[src/rtl/accum_div_ctrl_pkg.sv]
// Shared definitions for the repeated-subtraction divide sequencer.
package accum_div_ctrl_pkg;

    localparam int unsigned DEF_WIDTH = 8;
    localparam int unsigned DEF_CNT_W = 8;

    // Encoding is fixed so the accumulator stage and integration bench can decode it.
    typedef enum logic [2:0] {
        StIdle  = 3'd0,
        StClear = 3'd1,
        StLoad  = 3'd2,
        StSub   = 3'd3,
        StDone  = 3'd4
    } state_t;

endpackage

[src/rtl/accum_div_ctrl_if.sv]
// Request/result and accumulator-control bundle of the divide sequencer.
interface accum_div_ctrl_if
    import accum_div_ctrl_pkg::*;
#(
    parameter int unsigned WIDTH = DEF_WIDTH,
    parameter int unsigned CNT_W = DEF_CNT_W
) ();

    logic             start;
    logic [WIDTH-1:0] dividend;
    logic [WIDTH-1:0] divisor;
    logic [WIDTH-1:0] acc_q;
    logic [WIDTH-1:0] alu_b;
    logic             alu_s;
    logic             alu_e;
    logic             acc_clr;
    logic             busy;
    logic             done;
    logic             div_err;
    logic [CNT_W-1:0] quotient;
    logic [WIDTH-1:0] remainder;

    // Requester side: issues divisions, owns the accumulator feedback.
    modport master (
        output start, dividend, divisor, acc_q,
        input  alu_b, alu_s, alu_e, acc_clr, busy, done, div_err, quotient, remainder
    );

    // Sequencer side.
    modport slave (
        input  start, dividend, divisor, acc_q,
        output alu_b, alu_s, alu_e, acc_clr, busy, done, div_err, quotient, remainder
    );

endinterface

[src/rtl/accum_div_ctrl.sv]
// Unsigned divide by repeated subtraction, steering an external accumulator stage.
// CNT_W must be >= WIDTH so the quotient counter cannot wrap.
module accum_div_ctrl
    import accum_div_ctrl_pkg::*;
#(
    parameter int unsigned WIDTH = DEF_WIDTH,
    parameter int unsigned CNT_W = DEF_CNT_W
) (
    input logic            CLK,
    input logic            CLR,
    accum_div_ctrl_if.slave bus
);

    state_t           state;
    state_t           state_next;
    logic [WIDTH-1:0] dividend_r;
    logic [WIDTH-1:0] divisor_r;
    logic [CNT_W-1:0] count;
    logic [CNT_W-1:0] quotient_r;
    logic [WIDTH-1:0] remainder_r;
    logic             busy_r;
    logic             done_r;
    logic             err_r;

    logic [WIDTH-1:0] alu_b;
    logic             alu_s;
    logic             alu_e;
    logic             acc_clr;
    logic             ge;

    // Guard keeps the subtraction from ever underflowing.
    assign ge = (bus.acc_q >= divisor_r);

    // State register.
    always_ff @(posedge CLK or posedge CLR) begin
        if (CLR) state <= StIdle;
        else     state <= state_next;
    end

    // Next-state and accumulator control decode.
    always_comb begin
        state_next = state;
        alu_b      = '0;
        alu_s      = 1'b0;
        alu_e      = 1'b0;
        acc_clr    = 1'b0;
        case (state)
            StIdle: begin
                if (bus.start && (bus.divisor != '0)) state_next = StClear;
            end
            StClear: begin
                acc_clr    = 1'b1;
                state_next = StLoad;
            end
            StLoad: begin
                alu_e      = 1'b1;
                alu_b      = dividend_r;
                state_next = StSub;
            end
            StSub: begin
                if (ge) begin
                    alu_e = 1'b1;
                    alu_s = 1'b1;
                    alu_b = divisor_r;
                end else begin
                    state_next = StDone;
                end
            end
            StDone:  state_next = StIdle;
            default: state_next = StIdle;
        endcase
    end

    // Operand capture, quotient counting and result/status registers.
    always_ff @(posedge CLK or posedge CLR) begin
        if (CLR) begin
            dividend_r  <= '0;
            divisor_r   <= '0;
            count       <= '0;
            quotient_r  <= '0;
            remainder_r <= '0;
            busy_r      <= 1'b0;
            done_r      <= 1'b0;
            err_r       <= 1'b0;
        end else begin
            case (state)
                StIdle: begin
                    if (bus.start) begin
                        if (bus.divisor != '0) begin
                            dividend_r <= bus.dividend;
                            divisor_r  <= bus.divisor;
                            count      <= '0;
                            done_r     <= 1'b0;
                            err_r      <= 1'b0;
                            busy_r     <= 1'b1;
                        end else begin
                            // Divide-by-zero resolves in place; accumulator untouched.
                            err_r       <= 1'b1;
                            done_r      <= 1'b1;
                            quotient_r  <= '0;
                            remainder_r <= bus.dividend;
                        end
                    end
                end
                StSub: begin
                    if (ge) begin
                        count <= count + CNT_W'(1);
                    end else begin
                        quotient_r  <= count;
                        remainder_r <= bus.acc_q;
                        busy_r      <= 1'b0;
                        done_r      <= 1'b1;
                    end
                end
                default: ;
            endcase
        end
    end

    assign bus.alu_b     = alu_b;
    assign bus.alu_s     = alu_s;
    assign bus.alu_e     = alu_e;
    assign bus.acc_clr   = acc_clr;
    assign bus.busy      = busy_r;
    assign bus.done      = done_r;
    assign bus.div_err   = err_r;
    assign bus.quotient  = quotient_r;
    assign bus.remainder = remainder_r;

endmodule

[src/flat_wrapper.sv]
// flat-port wrapper written by rule: the top's interface ports become plain ports
module accum_div_ctrl_flat import accum_div_ctrl_pkg::*;
#(
    parameter int unsigned WIDTH = DEF_WIDTH,
    parameter int unsigned CNT_W = DEF_CNT_W
)
  (CLK, CLR, bus_start, bus_dividend, bus_divisor, bus_acc_q, bus_alu_b, bus_alu_s, bus_alu_e, bus_acc_clr, bus_busy, bus_done, bus_div_err, bus_quotient, bus_remainder);
  accum_div_ctrl_if #(.WIDTH(WIDTH), .CNT_W(CNT_W)) bus_i ();
  input logic CLK;
  input logic CLR;
  input wire logic [$bits(bus_i.start)-1:0] bus_start;
  input wire logic [$bits(bus_i.dividend)-1:0] bus_dividend;
  input wire logic [$bits(bus_i.divisor)-1:0] bus_divisor;
  input wire logic [$bits(bus_i.acc_q)-1:0] bus_acc_q;
  output wire logic [$bits(bus_i.alu_b)-1:0] bus_alu_b;
  output wire logic [$bits(bus_i.alu_s)-1:0] bus_alu_s;
  output wire logic [$bits(bus_i.alu_e)-1:0] bus_alu_e;
  output wire logic [$bits(bus_i.acc_clr)-1:0] bus_acc_clr;
  output wire logic [$bits(bus_i.busy)-1:0] bus_busy;
  output wire logic [$bits(bus_i.done)-1:0] bus_done;
  output wire logic [$bits(bus_i.div_err)-1:0] bus_div_err;
  output wire logic [$bits(bus_i.quotient)-1:0] bus_quotient;
  output wire logic [$bits(bus_i.remainder)-1:0] bus_remainder;
  assign bus_i.start = bus_start;
  assign bus_i.dividend = bus_dividend;
  assign bus_i.divisor = bus_divisor;
  assign bus_i.acc_q = bus_acc_q;
  assign bus_alu_b = bus_i.alu_b;
  assign bus_alu_s = bus_i.alu_s;
  assign bus_alu_e = bus_i.alu_e;
  assign bus_acc_clr = bus_i.acc_clr;
  assign bus_busy = bus_i.busy;
  assign bus_done = bus_i.done;
  assign bus_div_err = bus_i.div_err;
  assign bus_quotient = bus_i.quotient;
  assign bus_remainder = bus_i.remainder;
  accum_div_ctrl #(.WIDTH(WIDTH), .CNT_W(CNT_W)) u_core (.CLK(CLK), .CLR(CLR), .bus(bus_i));
endmodule
[config.mk]
export PLATFORM = sky130hd
export DESIGN_NAME = accum_div_ctrl_flat
export DESIGN_NICKNAME = d
export VERILOG_FILES = /design/src/rtl/accum_div_ctrl_pkg.sv /design/src/rtl/accum_div_ctrl_if.sv /design/src/rtl/accum_div_ctrl.sv /design/src/flat_wrapper.sv
export SDC_FILE = /design/constraint.sdc
export NUM_CORES = 1
export LEC_CHECK = 0
export CAP_MARGIN = 20
export CORE_MARGIN = 8
export CORE_UTILIZATION = 63
export DETAILED_ROUTE_END_ITERATION = 8
export DONT_BUFFER_PORTS = 1
export GPL_TIMING_DRIVEN = 0
export PLACE_DENSITY_LB_ADDON = 0.2
export SKIP_CTS_REPAIR_TIMING = 1
export SLEW_MARGIN = 5
export SYNTH_ARGS = -nofsm -noshare
export SYNTH_HDL_FRONTEND = slang
export SYNTH_SLANG_ARGS = --single-unit
[constraint.sdc]
create_clock -name CLK -period 2.8 [get_ports CLK]
set_input_delay 0.42 -clock CLK [delete_from_list [all_inputs] [get_ports CLK]]
set_output_delay 0.42 -clock CLK [all_outputs]
set_load 0.01 [all_outputs]
==> summary.txt <==
register area: 0.00115 mm²
Synthesized Nets: 269
# rows: 22
Fill cells: 262
final period utilization: 97.0%
root buf cell: clkbuf_8
worst skew pair latency: 0.30 ns
Initial Util: 65.7%
synthesized area per cell: 10.3 µm²
Slew headroom: 63.9%
WL/cell: 19.0 µm
drc violations: 0
number of flops mapped to enable cells by yosys: 0
Warnings, synthesis: 0
worst r2r path cells: 8
VDD IR max: 0.606 mV
Setup CP Type: reg2out
# Max-Cap Violations: 0
RSZ-0062 raised after global routing: false
Async SR Flop Fraction: 100%
final hold violation count: 14
WP data required: 2.38 ns
CTS tree: built
die height: 77.8 µm
Ports: 57
Post-Synthesis Cells: 233
total gr overflow: 0
die extent in x: 77.8 µm
power per cell area: 1120 mW/mm²
combinational fraction of design power: 43.2%
area grow syn2layout: 11.9%
Worst R2R Setup Slack: 0.56 ns
initial antenna violation count: 0
Synth Cell Area: 0.00241 mm²
routed vias: 1738
vias in the first global route: 1780
footprint of the multi-input gates: 0.00115 mm²
pin count of the biggest net entering global routing: 30
Synth area leaders: dfrtp_1 48%, mux2_2 7.0%, nand2_1 6.2%
final slew viol count: 0
clock-pin slew on the worst setup and hold paths: 0.09 ns
Achievable Freq: 368 MHz
antenna fix cells: 0
Die ar.: 0.00605 mm²
outcome: complete, but fails checks
clk sinks: 46
met2 Resource Use GR: 31.2%
ANT nets after route: 0
final WL: 5580 µm
via density per instance: 5.91
sequential area share after synthesis: 47.8%
Yosys top cell by area: dfrtp_1
Tmin final: 2.72 ns
Pre-antenna DRT Iters: 4
layout net count: 281
Final Util: 73.5%
first-pass GRT wire length: 9020 µm
Hold/Removal Path Class: in2async
sequential share of power: 36.9%
gr busiest metal: met2
worst setup slack after layout: 0.0831 ns
GR Layer Usage met3: 7.83%
M1 GR Usage: 22.2%
library cells used by synthesis: 45
Clock Power Share: 19.9%
switching share of power: 38.2%
CP Launch Point: u_core.divisor_r[5]$_DFFE_PP0P_
reg2reg start: u_core.divisor_r[1]$_DFFE_PP0P_
Num CTS Buffers: 5
htree depth: 2
Top FF cell, synth: dfrtp_1
count leader, synth: dfrtp_1
WHS: -0.00988 ns
Worst Tran Pin Value: 0.540 ns
commonest cells in the netlist: 46 x dfrtp_1, 40 x nand2_1, 22 x o21ai_0
DR iter-0 viols: 82
Worst Skew: 0.00836 ns
area post-placement: 0.00249 mm²
Critical Path Source Type: register
final setup violation count: 0
CP endpoint kind: primary output
Placer Congestion: 0.846
Setup WS pre-CTS: 0.202 ns
CP Max Fanout: 8
post-route cell area: 0.00269 mm²
WP data arrival: 2.30 ns
Total GRT Usage: 18.8%
Synth top area share: 47.8%
layout cells sized above 1: 23.6%
Port-buffer cells: 0
sw power: 0.00115 W
LEAKAGE: 1.23 nW
worst setup path endpoint: bus_alu_b[0]
#FFs+latches synth: 46
worst-case clock buffer depth: 2
Internal Dissipation: 0.00186 W
r2r endpoint: u_core.bus.remainder[3]$_DFFE_PP0P_
Post-DP HPWL: 4190 µm
Core ar.: 0.00366 mm²
failing checks: hold timing
state kept, by name, summed over array words and instances (netlist names):
register / count
u_core.count: 8
u_core.bus.quotient: 8
u_core.divisor_r: 8
u_core.dividend_r: 8
u_core.bus.done: 1
u_core.bus.div_err: 1
u_core.bus.busy: 1
u_core.bus.remainder: 8
u_core.state: 3
through the flow:
step	hold slack [ns]	total power, W	setup TNS [ns]	cells
after floorplan	0.480	0.00204	0	233
after global placement	0.490	0.00229	0	281
after detailed placement	0.313	0.00235	0	283
after CTS	-0.00577	0.00296	-0.228	291
after global routing	0.0126	0.00321	0	294
final	-0.00988	0.00301	0	294
placed cells by master (no fill, tap or decap), types with 3 or more instances in the layout:
cell / n
dfrtp_1: 46
buf_4: 5
o21ai_0: 16
nand2_1: 40
nor3b_1: 3
nor2_1: 11
ha_1: 7
buf_2: 4
nand3_1: 3
a22o_1: 9
and2_1: 3
clkbuf_8: 6
o21ai_1: 6
inv_2: 5
a31oi_1: 4
o221ai_1: 5
buf_6: 3
inv_1: 12
a21oi_1: 6
mux2_2: 15
cell type report:
| type | instances | share of cell area (%) |
|---|---|---|
| plain buffers | 9 | 2.51 |
| clock buffers | 6 | 3.07 |
| clock inverters | 2 | 2.23 |
| inverters | 18 | 2.60 |
| multi-input cells | 160 | 42.8 |
| flip-flops and latches | 46 | 42.8 |
| well taps | 48 | 2.23 |
| repair buffers | 5 | 1.77 |
logic make-up (layout without fill, tap and decap cells):
logic type,Yosys count,count (layout),share of synthesized area (%)
adders and majority gates,9,9,4.68
buffers and inverters,27,40,5.72
muxes,18,18,8.68
DFF,46,46,47.8
and+or+nand+nor,76,76,16.7
AOI/OAI and AO/OA,57,57,16.3
critical path, stage by stage, from the launching register on:
cell and delay [ns]:
dfrtp_1 0.38, inv_2 0.07, ha_1 0.23, and3_4 0.20, a221o_1 0.37, buf_6 0.15, o21ai_4 0.23, inv_4 0.09
a22o_4 0.27
routing by layer:
metal  vias to the layer above  routed length, µm
li1                        838                  -
met1                       839               2300
met2                        52               2730
met3                         9                451
met4                         0                 86
met5                         -                  0
power by group through the flow:
stage	Sequential (W)	Clock (W)	Combinational, W
2_1_floorplan	0.00107	0	0.000975
3_5_place_dp	0.00112	0	0.00124
3_3_place_gp	0.00111	0	0.00118
5_1_grt	0.00114	0.000635	0.00144
4_1_cts	0.00111	0.000606	0.00124
6_report	0.00111	0.000599	0.00130
worst min path at each step:
stage | from | end | slack [ns] | cells past startpoint
finish | CLR | u_core.dividend_r[7]$_DFFE_PP0P_ | -0.01 | 1
global route | CLR | u_core.dividend_r[7]$_DFFE_PP0P_ | 0.01 | 1
CTS | CLR | u_core.dividend_r[7]$_DFFE_PP0P_ | -0.006 | 1
detailed placement | CLR | u_core.dividend_r[7]$_DFFE_PP0P_ | 0.31 | 1
global placement | u_core.dividend_r[5]$_DFFE_PP0P_ | u_core.dividend_r[5]$_DFFE_PP0P_ | 0.49 | 1
floorplan | u_core.dividend_r[1]$_DFFE_PP0P_ | u_core.dividend_r[1]$_DFFE_PP0P_ | 0.48 | 1
Power figures use the tool's default switching activity.
